**config.mk**
```make
export PLATFORM = sky130hd
export DESIGN_NAME = axi4_mem_master_bridge
export DESIGN_NICKNAME = d
export VERILOG_FILES = /design/src/rtl/axi4_mem_master_bridge.sv
export SDC_FILE = /design/constraint.sdc
export NUM_CORES = 1
export LEC_CHECK = 0
export BUFFER_PORTS_ARGS = -buffer_cell sky130_fd_sc_hd__buf_4
export CORE_UTILIZATION = 42
export DETAILED_ROUTE_END_ITERATION = 12
export PLACE_DENSITY_LB_ADDON = 0.15
export SKIP_LAST_GASP = 1
export SYNTH_ARGS = -nofsm -noshare
export SYNTH_HDL_FRONTEND = slang
export SYNTH_SLANG_ARGS = --single-unit
```
**constraint.sdc**
```tcl
create_clock -name clk -period 4.65 [get_ports clk]
set_clock_uncertainty 0.1 [all_clocks]
set_input_delay 0.6975 -clock clk [delete_from_list [all_inputs] [get_ports clk]]
set_output_delay 0.6975 -clock clk [all_outputs]
set_load 0.01 [all_outputs]
```
**src/rtl/axi4_mem_master_bridge.sv**
```systemverilog
// rtl/axi4_mem_master_bridge.sv - single-beat CPU request to AXI4 master bridge
// Optional handshake timeout enabled by defining AXI4_BRIDGE_TIMEOUT_EN.
module axi4_mem_master_bridge #(
   parameter int AXI4_ID_WIDTH = 4,
   parameter int ADDR_WIDTH    = 32,
   parameter int DATA_WIDTH    = 32,
   parameter int TXN_ID        = 0
) (
   input  logic                       clk,
   input  logic                       rst,
   input  logic                       cpu_req_valid,
   output logic                       cpu_req_ready,
   input  logic                       cpu_req_we,
   input  logic [ADDR_WIDTH-1:0]      cpu_req_addr,
   input  logic [DATA_WIDTH-1:0]      cpu_req_wdata,
   input  logic [DATA_WIDTH/8-1:0]    cpu_req_wstrb,
   output logic                       cpu_rsp_valid,
   output logic [DATA_WIDTH-1:0]      cpu_rsp_rdata,
   output logic                       cpu_rsp_err,
   output logic [AXI4_ID_WIDTH-1:0]   m2_axi4_awid,
   output logic [ADDR_WIDTH-1:0]      m2_axi4_awaddr,
   output logic [7:0]                 m2_axi4_awlen,
   output logic [2:0]                 m2_axi4_awsize,
   output logic [1:0]                 m2_axi4_awburst,
   output logic                       m2_axi4_awvalid,
   input  logic                       m2_axi4_awready,
   output logic [DATA_WIDTH-1:0]      m2_axi4_wdata,
   output logic [DATA_WIDTH/8-1:0]    m2_axi4_wstrb,
   output logic                       m2_axi4_wlast,
   output logic                       m2_axi4_wvalid,
   input  logic                       m2_axi4_wready,
   input  logic [AXI4_ID_WIDTH-1:0]   m2_axi4_bid,
   input  logic [1:0]                 m2_axi4_bresp,
   input  logic                       m2_axi4_bvalid,
   output logic                       m2_axi4_bready,
   output logic [AXI4_ID_WIDTH-1:0]   m2_axi4_arid,
   output logic [ADDR_WIDTH-1:0]      m2_axi4_araddr,
   output logic [7:0]                 m2_axi4_arlen,
   output logic [2:0]                 m2_axi4_arsize,
   output logic [1:0]                 m2_axi4_arburst,
   output logic                       m2_axi4_arvalid,
   input  logic                       m2_axi4_arready,
   input  logic [AXI4_ID_WIDTH-1:0]   m2_axi4_rid,
   input  logic [DATA_WIDTH-1:0]      m2_axi4_rdata,
   input  logic [1:0]                 m2_axi4_rresp,
   input  logic                       m2_axi4_rlast,
   input  logic                       m2_axi4_rvalid,
   output logic                       m2_axi4_rready
);

   localparam logic [AXI4_ID_WIDTH-1:0] ID = AXI4_ID_WIDTH'(TXN_ID);

   typedef enum logic [2:0] {IDLE, WADDR, WDATA, WRESP, RADDR, RDATA, DONE} state_t;

   state_t                    state, state_next;
   logic [ADDR_WIDTH-1:0]     addr_q;
   logic [DATA_WIDTH-1:0]     wdata_q;
   logic [DATA_WIDTH/8-1:0]   wstrb_q;
   logic [DATA_WIDTH-1:0]     data_q;
   logic                      first_q;
   logic                      accept;
   logic                      tmo;
   logic                      rsp_load;
   logic [DATA_WIDTH-1:0]     rsp_rdata_n;
   logic                      rsp_err_n;
   logic                      aw_phase, ar_phase;
   logic                      unused_bits;

   assign unused_bits = ^{m2_axi4_bresp[0], m2_axi4_rresp[0]};

`ifdef AXI4_BRIDGE_TIMEOUT_EN
   logic [7:0] tmo_cnt;
   logic       busy;

   assign busy = (state == WADDR) || (state == WDATA) || (state == WRESP) ||
                 (state == RADDR) || (state == RDATA);

   // Restarts on every state change, so each handshake gets its own 255-cycle budget.
   always_ff @(posedge clk or posedge rst) begin
      if (rst)
         tmo_cnt <= 8'd0;
      else if (state_next != state)
         tmo_cnt <= 8'd0;
      else if (busy)
         tmo_cnt <= tmo_cnt + 8'd1;
   end

   assign tmo = busy && (tmo_cnt == 8'hFF);
`else
   assign tmo = 1'b0;
`endif

   assign cpu_req_ready = (state == IDLE) && !rst;
   assign accept        = cpu_req_valid && cpu_req_ready;
   assign cpu_rsp_valid = (state == DONE);

   assign aw_phase        = (state == WADDR);
   assign m2_axi4_awvalid = aw_phase && !tmo;
   assign m2_axi4_awid    = aw_phase ? ID : '0;
   assign m2_axi4_awaddr  = addr_q;
   assign m2_axi4_awlen   = 8'd0;
   assign m2_axi4_awsize  = aw_phase ? 3'b010 : 3'b000;
   assign m2_axi4_awburst = aw_phase ? 2'b01 : 2'b00;

   assign m2_axi4_wdata   = wdata_q;
   assign m2_axi4_wstrb   = wstrb_q;
   assign m2_axi4_wlast   = (state == WDATA);
   assign m2_axi4_wvalid  = (state == WDATA) && !tmo;
   assign m2_axi4_bready  = (state == WRESP) && !tmo;

   assign ar_phase        = (state == RADDR);
   assign m2_axi4_arvalid = ar_phase && !tmo;
   assign m2_axi4_arid    = ar_phase ? ID : '0;
   assign m2_axi4_araddr  = addr_q;
   assign m2_axi4_arlen   = 8'd0;
   assign m2_axi4_arsize  = ar_phase ? 3'b010 : 3'b000;
   assign m2_axi4_arburst = ar_phase ? 2'b01 : 2'b00;
   assign m2_axi4_rready  = (state == RDATA) && !tmo;

   always_comb begin
      state_next  = state;
      rsp_load    = 1'b0;
      rsp_rdata_n = '0;
      rsp_err_n   = 1'b0;
      if (tmo) begin
         state_next = DONE;
         rsp_load   = 1'b1;
         rsp_err_n  = 1'b1;
      end else begin
         case (state)
            IDLE: begin
               if (accept) begin
                  if (cpu_req_addr[1:0] != 2'b00) begin
                     state_next = DONE;
                     rsp_load   = 1'b1;
                     rsp_err_n  = 1'b1;
                  end else if (cpu_req_we) begin
                     state_next = WADDR;
                  end else begin
                     state_next = RADDR;
                  end
               end
            end
            WADDR: if (m2_axi4_awready) state_next = WDATA;
            WDATA: if (m2_axi4_wready) state_next = WRESP;
            WRESP: begin
               if (m2_axi4_bvalid) begin
                  state_next = DONE;
                  rsp_load   = 1'b1;
                  rsp_err_n  = m2_axi4_bresp[1] | (m2_axi4_bid != ID);
               end
            end
            RADDR: if (m2_axi4_arready) state_next = RDATA;
            RDATA: begin
               // A multi-beat reply is a protocol error, but the first beat's data is still returned.
               if (m2_axi4_rvalid && m2_axi4_rlast) begin
                  state_next  = DONE;
                  rsp_load    = 1'b1;
                  rsp_rdata_n = first_q ? m2_axi4_rdata : data_q;
                  rsp_err_n   = first_q ? (m2_axi4_rresp[1] | (m2_axi4_rid != ID)) : 1'b1;
               end
            end
            DONE:    state_next = IDLE;
            default: state_next = IDLE;
         endcase
      end
   end

   always_ff @(posedge clk or posedge rst) begin
      if (rst) begin
         state         <= IDLE;
         addr_q        <= '0;
         wdata_q       <= '0;
         wstrb_q       <= '0;
         data_q        <= '0;
         first_q       <= 1'b0;
         cpu_rsp_rdata <= '0;
         cpu_rsp_err   <= 1'b0;
      end else begin
         state <= state_next;
         if (accept) begin
            addr_q  <= cpu_req_addr;
            wdata_q <= cpu_req_wdata;
            wstrb_q <= cpu_req_wstrb;
            first_q <= 1'b1;
         end
         if (m2_axi4_rvalid && m2_axi4_rready) begin
            first_q <= 1'b0;
            if (first_q)
               data_q <= m2_axi4_rdata;
         end
         // Response registers only move when DONE is entered, so they hold between pulses.
         if (rsp_load) begin
            cpu_rsp_rdata <= rsp_rdata_n;
            cpu_rsp_err   <= rsp_err_n;
         end
      end
   end

endmodule

```
==> results.md, run 1 <==
* CP Cell Sequence: nor4_4 -> nand2_4 -> o211a_4 -> o2bb2ai_1
* Number of diodes at 0
* FF-to-FF setup slack at just over 2 ns
* Largest net degree at the start of global routing at between 100 and 150
* Crit path from: state[2]
* Startpoint Class: flop
* Switch share at roughly 31%
* DIE HEIGHT at roughly 120 um
* Worst VDD drop at between 0.2 and 0.3 mV
* Status: finished clean
* YS warnings at 0
* Register area share after synthesis at 55.8%
* Avg WL per Cell at 16.7 um
* Flop pwr share at a little under two fifths
* Fillcell total at about 1100
* IO buf count at 264
* Worst flop-to-flop path startpoint: state[2]
* Remaining antenna violation count at 0
* Die W at ~120 um
* First-pass GRT wire length at approximately 21000 um
* CP max FO at 70
* CORE AREA at 0.0141 mm^2
* Hold path cells at 1
* Placer congestion estimate at 0.732
* Synthesized area at between 0.006 and 0.007 mm^2
* Total GRT Usage at 18.9%
* Gr ovfl total at 0
* Gate Count Post-Synth at ~440
* Synthesized area per cell at 14.1 um^2
* Final WL at between 10000 and 15000 um
* Library cells used by synthesis at 40
* Cts hold-fix bufs at 0
* Clock root buffer: clkbuf_16
* Leakage at approximately 0.0044 uW
* # rows at 43
* Final hold vios at 0
* Vias/cell at between 4 and 5
* Int Pwr at 3730 uW
* # nets final at 781
* Min-delay src: cpu_rsp_rdata[7]
* Relative slew margins at between 20% and 30%
* Maxcap violations at 0
* Worst Setup Path Type: flop to flop
* Synth top area cells: dfrtp_1 56%, mux2_2 16%, buf_4 8.6%
* Crit path capture type: flop
* FMAX at around 380 MHz
* Initial antenna violation count at 0
* Post-synth EDFFs at 0
* Area Overhead vs Synth at 37.6%
* CTS tree: yes
* Vias in the first global route at about 4200
* Worst r2r path cells at 4
* Multi-input gate area at ~0.0022 mm^2
* Post-synthesis register bit count at ~140
* Top Ports at approximately 300
* Min Tclk post-route at between 2 and 3 ns
* Crit-path slowest cell: o211a_4
* Gate power share at a little under two fifths
* Critical path arrival at between 2 and 3 ns
* # clock sinks at about 140
* Drc violations at 0
* H-tree level count at 4
* Worst EP required at 4.83 ns
* Crit share post-route at a little under three fifths
* RSZ-0062 raised after global routing: false
* Max stage delay on crit path at between 0.6 and 0.7 ns
* Clock tree buffer depth at 2
* Dpl cells at 820
* Net Switching at about 1700 uW
* Pins Over Slew Limit at 0
* DIE AREA at between 0.015 and 0.02 mm^2
* Worst skew pair latency at 0.42 ns
* DR pass1 iterations at 4
* Num CTS Buffers at 17
* # setup viols final at 0
* Dpl hpwl at ~10000 um
* Post-route insts no fill at between 800 and 900
* Starting density of the core at a little over two fifths
* Setup_tns at 0 ns
* Post-synth top area share at a little under three fifths
* Routed via count at around 4100
* Cell accounting for the most synthesized area: dfrtp_1
* Synth Flop Type: dfrtp_1
* Pwr Density at ~640 mW/mm^2
* CP endpoint: cpu_rsp_rdata[21]
* Slew @ Worst Pin at about 1.1 ns
* DR iter-0 viols at 110
* Clock power frac at between 20 and 30%
* CTS clk-pin slew, worst paths at 0.06 ns
* Proportion of layout cells with a drive suffix above 1 at 60.3%
* Post-synth ARST share at between 90% and 100%
* CTS resizes at 0
* Hold/Removal Path Class: flop to flop
* FF-to-FF End: cpu_rsp_rdata[21]
* Register Area at approximately 0.0034 mm^2
* Post-CTS setup buffer count at 0
-- cell usage after synthesis (2+ instances only) --
library cell	n
dfrtp_1	137
nand3_2	2
buf_6	2
and3b_1	2
mux2i_1	33
buf_4	70
mux2_4	10
buf_2	12
nand2_1	2
nor3b_1	3
a21oi_1	5
inv_1	3
clkbuf_1	5
nor2_1	4
o2bb2ai_1	32
mux2_2	89
-- placed cells by master (no fill, tap or decap), types with 2 or more instances in the layout --
master and n:
conb_1 30, bufinv_16 3, o2bb2ai_1 32, mux2_4 10
nand2_1 2, nand3_2 2, a21oi_1 5, nor3b_1 3
mux2i_1 33, dfrtp_1 136, nor2_1 4, buf_4 267
and3b_1 2, clkbuf_16 17, clkinv_2 6, inv_1 2
clkinvlp_4 2, mux2_2 89, clkinv_4 2
-- registers in the layout, summed over array words and instances, names as in the netlist --
register / flops
data_q: 32
first_q: 1
state: 3
cpu_rsp_rdata: 32
m2_axi4_wstrb: 4
m2_axi4_wdata: 32
m2_axi4_araddr: 32
cpu_rsp_err: 1
-- logic make-up (layout without fill, tap and decap cells) --
kind of cell           Yosys count  in the layout  synth area share, %
other                            1             30               0.0611
muxes                          133            133                 24.3
AOI/OAI and AO/OA               49             49                 6.81
buffers and inverters           94            302                 10.6
and+or+nand+nor                 21             21                 2.40
DFF                            137            137                 55.8
-- worst min path at each step --
stage                        endpoint  slack, ns
detailed placement   cpu_rsp_rdata[7]       0.38
floorplan                  data_q[13]       0.36
finish               cpu_rsp_rdata[7]       0.39
global route        m2_axi4_wdata[25]       0.39
CTS                           first_q       0.38
global placement           data_q[13]       0.37
-- worst max-delay path: cells and delay by family (launching register included) --
family / cells / cell delay, ns
AOI/OAI and AO/OA: 2 / 0.82
and+or+nand+nor: 2 / 1.00
DFF: 1 / 0.55
-- metal layers --
layer,vias to the layer above,share of wire [%],wire [um],track usage (%)
met1,2023,37,5290,19.8
met3,25,7.9,1120,7.01
met4,0,2.1,303,9.30
met5,-,0,0,0
met2,155,53,7520,33.3
li1,1908,-,-,-
-- per-stage QoR --
stage	area, um^2	power [uW]	util (%)	setup WS (ns)	hold WS [ns]
final	8450	5400	59.9	2.03	0.389
after floorplan	6250	3260	-	0.185	0.364
after global placement	7850	4050	55.7	1.90	0.373
after detailed placement	7850	4110	55.7	1.89	0.375
after CTS	8450	5470	59.9	1.98	0.381
after global routing	8450	5720	59.9	1.88	0.393
-- cell type report --
class                      instances  share of cell area [%]
multi-input combinational        233                    25.8
inverter                           3                   0.193
clock inverter                    13                    1.81
clock buffer                      19                    5.24
tap                              180                    2.67
timing repair buffer             267                    23.7
sequential                       137                    40.6
-- power by group through the flow --
stage	registers [uW]	logic [uW]	clock network (uW)
2_1_floorplan	2090	1170	0
3_3_place_gp	2050	2000	0
3_5_place_dp	2080	2030	0
4_1_cts	2060	2030	1380
5_1_grt	2130	2170	1430
6_report	2060	2000	1350
Note: power is estimated with default switching activity, not from simulation.
==> run 2: changes to the inputs <==
CORE_UTILIZATION = 45   (was 42)
clock period = 2.7 ns   (was 4.65 ns; I/O delays follow)
==> results.md, run 2 (synthesis results as in run 1) <==
* CTS clk-pin slew, worst paths at 0.06 ns (about the same)
* Worst Setup Path Type: flop to primary output
* DIE AREA at 0.0141 mm^2 (-6.6%)
* # rows at 42 (-2.3%)
* CTS resizes at 0 (unchanged)
* Crit share post-route at 82.8%
* RSZ-0062 raised after global routing: false
* Gr ovfl total at 0 (unchanged)
* Maxcap violations at 0 (unchanged)
* Proportion of layout cells with a drive suffix above 1 at 60.6% (+0.32 points)
* Remaining antenna violation count at 0 (unchanged)
* Cts hold-fix bufs at 0 (unchanged)
* Post-CTS setup buffer count at 0 (unchanged)
* CP Cell Sequence: inv_1 -> nor3_1 -> buf_4 -> buf_4
* Commonest non-fill, non-tap cell in the layout: buf_4
* Hold/Removal Path Class: input pin to async pin
* # clock sinks at 137 (unchanged)
* Die W at 119 um (-3.3%)
* Drc violations at 0 (unchanged)
* # setup viols final at 0 (unchanged)
* Worst VDD drop at 0.651 mV (+150%)
* Clock tree buffer depth at 2 (unchanged)
* Dpl hpwl at 10900 um (+9.2%)
* Placer congestion estimate at 0.769 (+5.0%)
* Crit path capture type: primary output
* Min Tclk post-route at 2.23 ns
* CTS tree: yes
* Worst skew pair latency at 0.41 ns (about the same)
* First-pass GRT wire length at 23400 um (+11%)
* Max stage delay on crit path at 0.59 ns (-0.04 ns)
* Total GRT Usage at 22.1% (+3.2 points)
* Final design utilization at 64.2% (+4.2 points)
* Pwr Density at 1100 mW/mm^2 (+71%)
* Num CTS Buffers at 17 (unchanged)
* FF-to-FF setup slack at 0.67 ns (-1.36 ns)
* Startpoint Class: flop
* Worst EP required at 2.19 ns (-2.64 ns)
* Pins Over Slew Limit at 0 (unchanged)
* CP max FO at 12 (-83%)
* FMAX at around 450 MHz
* Most used cell, CP: buf_4
* DR pass1 iterations at 4 (unchanged)
* Vias in the first global route at 4395 (+5.5%)
* Setup_tns at 0 ns (unchanged)
* Relative slew margins at 52.6% (+23 points)
* H-tree level count at 4 (unchanged)
* Starting density of the core at 46.2% (+2.6 points)
* DIE HEIGHT at 119 um (-3.3%)
* Area Overhead vs Synth at 39.0%
* CORE AREA at 0.0133 mm^2 (-5.7%)
* Critical path arrival at 1.73 ns (-1.08 ns)
* Largest net degree at the start of global routing at 64 (-42%)
* DR iter-0 viols at 234 (+110%)
* # nets final at 789 (+1.0%)
* Final hold vios at 0 (unchanged)
* Leakage at 0.00441 uW (+0.90%)
* Post-route insts no fill at 857 (+0.59%)
* Status: finished clean
* Most frequent cells in the layout: 273 x buf_4, 136 x dfrtp_1, 89 x mux2_2
* Top Ports at 297 (unchanged)
* Vias/cell at 4.96 (+2.8%)
* Crit-path slowest cell: dfrtp_1
* Routed via count at 4249 (+3.4%)
* Avg WL per Cell at 17.4 um (+4.3%)
* IO buf count at 264 (unchanged)
* Dpl cells at 824 (+0.49%)
* Initial antenna violation count at 1 (+1)
* Clock root buffer: clkbuf_16
* Final WL at 14900 um (+4.9%)
* Slew @ Worst Pin at 0.709 ns (-0.353 ns)
-- run 2: routing by layer --
layer  track usage, %  share of wire (%)  wire length (um)  vias to the layer above
li1                 -                  -                 -                     1926
met1             24.0                 37              5480                     2144
met2             38.2                 54              8010                      160
met3             8.96                7.7              1160                       19
met4             9.02                1.9               281                        0
met5                0                  0                 0                        -
-- run 2: cell type report --
class,count,area [um^2]
clock buffer,23,488
antenna,1,2.50
sequential,137,3430
inverter,3,15.0
tap,176,220
timing repair buffer,275,2090
fill,1075,4760
clock inverter,9,111
multi-input combinational,233,2180
-- run 2: final timing paths --
kind,from,to,cells after the start
max,state[0],m2_axi4_awsize[1],4
min,rst,data_q[22],2
max reg2reg,state[1],data_q[29],4
min reg2reg,cpu_rsp_rdata[27],cpu_rsp_rdata[27],1
max in group asynchronous,rst,cpu_rsp_rdata[5],3
min in group clk,m2_axi4_rdata[13],data_q[13],2
-- run 2: critical path, delay by kind of cell, from the launching register on --
| kind | cells | cell delay, ns |
|---|---|---|
| flops | 1 | 0.59 |
| buf+inv | 3 | 0.46 |
| simple gates | 1 | 0.27 |
-- run 2: power breakdown --
group | switching, uW | total (uW) | internal, uW | leakage, uW
registers | 563 | 3440 | 2880 | 0.00175
clock network | 849 | 2310 | 1460 | 0.000290
logic | 1500 | 3600 | 2090 | 0.00237
total | 2910 | 9350 | 6430 | 0.00441
-- run 2: through the flow --
step / area [um^2] / setup slack [ns] / total power [uW] / hold slack (ns)
finish: 8530 / 0.465 / 9350 / 0.0285
global placement: 7930 / 0.740 / 7000 / 0.372
global route: 8530 / 0.294 / 9850 / 0.0619
floorplan: 6250 / 0.488 / 5610 / 0.364
detailed placement: 7930 / 0.699 / 7110 / 0.375
CTS: 8530 / 0.403 / 9460 / 0.0261
==> run 3: changes to the inputs <==
CORE_UTILIZATION = 42   (was 45)
clock period = 1.9 ns   (was 2.7 ns; I/O delays follow)
==> results.md, run 3 (synthesis results as in run 1) <==
* Crit-path slowest cell: dfrtp_1
* Crit path capture type: primary output
* Worst skew pair latency at 0.41 ns (about the same)
* Worst VDD drop at 0.572 mV (-12%)
* Starting density of the core at 43.6% (-2.6 points)
* # setup viols final at 0 (unchanged)
* Fin area at 0.00931 mm^2 (+9.1%)
* Vias in the first global route at 4533 (+3.1%)
* Final WL at 15500 um (+4.1%)
* Proportion of layout cells with a drive suffix above 1 at 55.3% (-5.3 points)
* CP max FO at 11 (-1)
* Final design utilization at 66.0% (+1.9 points)
* Worst Setup Path Type: flop to primary output
* Dpl hpwl at 10300 um (-5.3%)
* CORE AREA at 0.0141 mm^2 (+6.0%)
* Largest net degree at the start of global routing at 70 (+9.4%)
* Pins Over Slew Limit at 0 (unchanged)
* CTS tree: yes
* Final hold vios at 0 (unchanged)
* Placer congestion estimate at 0.775 (+0.88%)
* Routed via count at 4445 (+4.6%)
* Most used cell, CP: buf_4
* Leakage at 0.00475 uW (+7.8%)
* Avg WL per Cell at 16.7 um (-4.0%)
* FMAX at roughly 550 MHz
* DR iter-0 viols at 124 (-47%)
* DR pass1 iterations at 4 (unchanged)
* Commonest non-fill, non-tap cell in the layout: buf_4
* Worst EP required at 1.51 ns (-0.68 ns)
* Top Ports at 297 (unchanged)
* Drc violations at 0 (unchanged)
* # rows at 43 (+2.4%)
* Total GRT Usage at 20.5% (-1.6 points)
* Status: finished clean
* FF-to-FF setup slack at 0.08 ns (-0.59 ns)
* # clock sinks at 137 (unchanged)
* Crit path buffers/inverters at 2 (-1)
* Startpoint Class: flop
* RSZ-0062 raised after global routing: true
* Area Overhead vs Synth at 51.6%
* First-pass GRT wire length at 23300 um (-0.47%)
* CP Cell Sequence: buf_4 -> and3b_1 -> buf_4
* Initial antenna violation count at 0 (-1)
* Hold slack at 0.0193 ns (-0.00920 ns)
* Pwr Density at 1450 mW/mm^2 (+32%)
* Top delay family on crit path: flip-flops
* Total chip power at 13500 uW (+44%)
* Clock tree buffer depth at 2 (unchanged)
* Post-DP Area at 0.00800 mm^2 (+0.85%)
* Remaining antenna violation count at 0 (unchanged)
* Number of diodes at 0 (-1)
* DIE AREA at 0.0151 mm^2 (+7.0%)
* Most frequent cells in the layout: 271 x buf_4, 136 x dfrtp_1, 89 x mux2_2
* Die W at 123 um (+3.5%)
* Critical path arrival at 1.44 ns (-0.29 ns)
* Clock root buffer: clkbuf_16
* CTS clk-pin slew, worst paths at 0.06 ns (about the same)
* Min Tclk post-route at about 1.8 ns
* # nets final at 862 (+9.3%)
* Setup_tns at 0 ns (unchanged)
* DIE HEIGHT at 123 um (+3.5%)
* IO buf count at 264 (unchanged)
* H-tree level count at 4 (unchanged)
* Crit share post-route at ~96%
* Vias/cell at 4.78 (-3.6%)
* Hold/Removal Path Class: input pin to flop
* Gr ovfl total at 0 (unchanged)
* Num CTS Buffers at 17 (unchanged)
* Max stage delay on crit path at 0.41 ns (-0.18 ns)
* Maxcap violations at 0 (unchanged)
==> run 3: per-stage QoR <==
stage | setup WS (ns) | std cells
after floorplan | -0.192 | 464
after global placement | 0.142 | 828
after detailed placement | 0.112 | 828
after CTS | 0.00179 | 925
after global routing | -0.0214 | 930
final | 0.0704 | 930
==> run 3: final timing paths <==
path | from | to | depth (start not counted)
max in group asynchronous | rst | cpu_rsp_err | 5
worst max-delay path | state[2] | m2_axi4_bready | 3
min in group asynchronous | rst | state[1] | 5
worst min register to register | cpu_rsp_rdata[18] | cpu_rsp_rdata[18] | 1
worst max register to register | state[2] | state[0] | 5
worst min-delay path | cpu_req_wdata[3] | m2_axi4_wdata[3] | 2
==> run 3: power breakdown <==
part / internal [uW] / switching (uW)
Clock: 2010 / 1120
Combinational: 3220 / 2310
Sequential: 4090 / 725
Total: 9330 / 4160
==> run 3: per-layer routing <==
layer / part of all wire (%) / routed length, um / global-route usage [%] / up-vias
met1: 37 / 5780 / 22.3 / 2197
met4: 1.7 / 263 / 7.70 / 0
met3: 6.6 / 1020 / 6.32 / 24
met2: 55 / 8490 / 37.3 / 156
li1: - / - / - / 2068
met5: 0 / 0 / 0 / -
==> run 3: what timing repair did <==
action | CTS | global route
setup buffers | 1 | 4
endpoints found under the setup margin | 8 | 9
hold endpoints to repair | 203 | 1
pin swaps | 0 | 3
gates resized for setup | 5 | 4
hold buffers | 67 | 1
==> run 3: cell type report <==
class                   count  area [um^2]
fillers                  1071         4790
flip-flops and latches    137         3430
repair buffers            348         2880
multi-input cells         233         2200
clock buffers              26          489
well taps                 180          225
clock inverters             3         65.1
inverters                   3         15.0
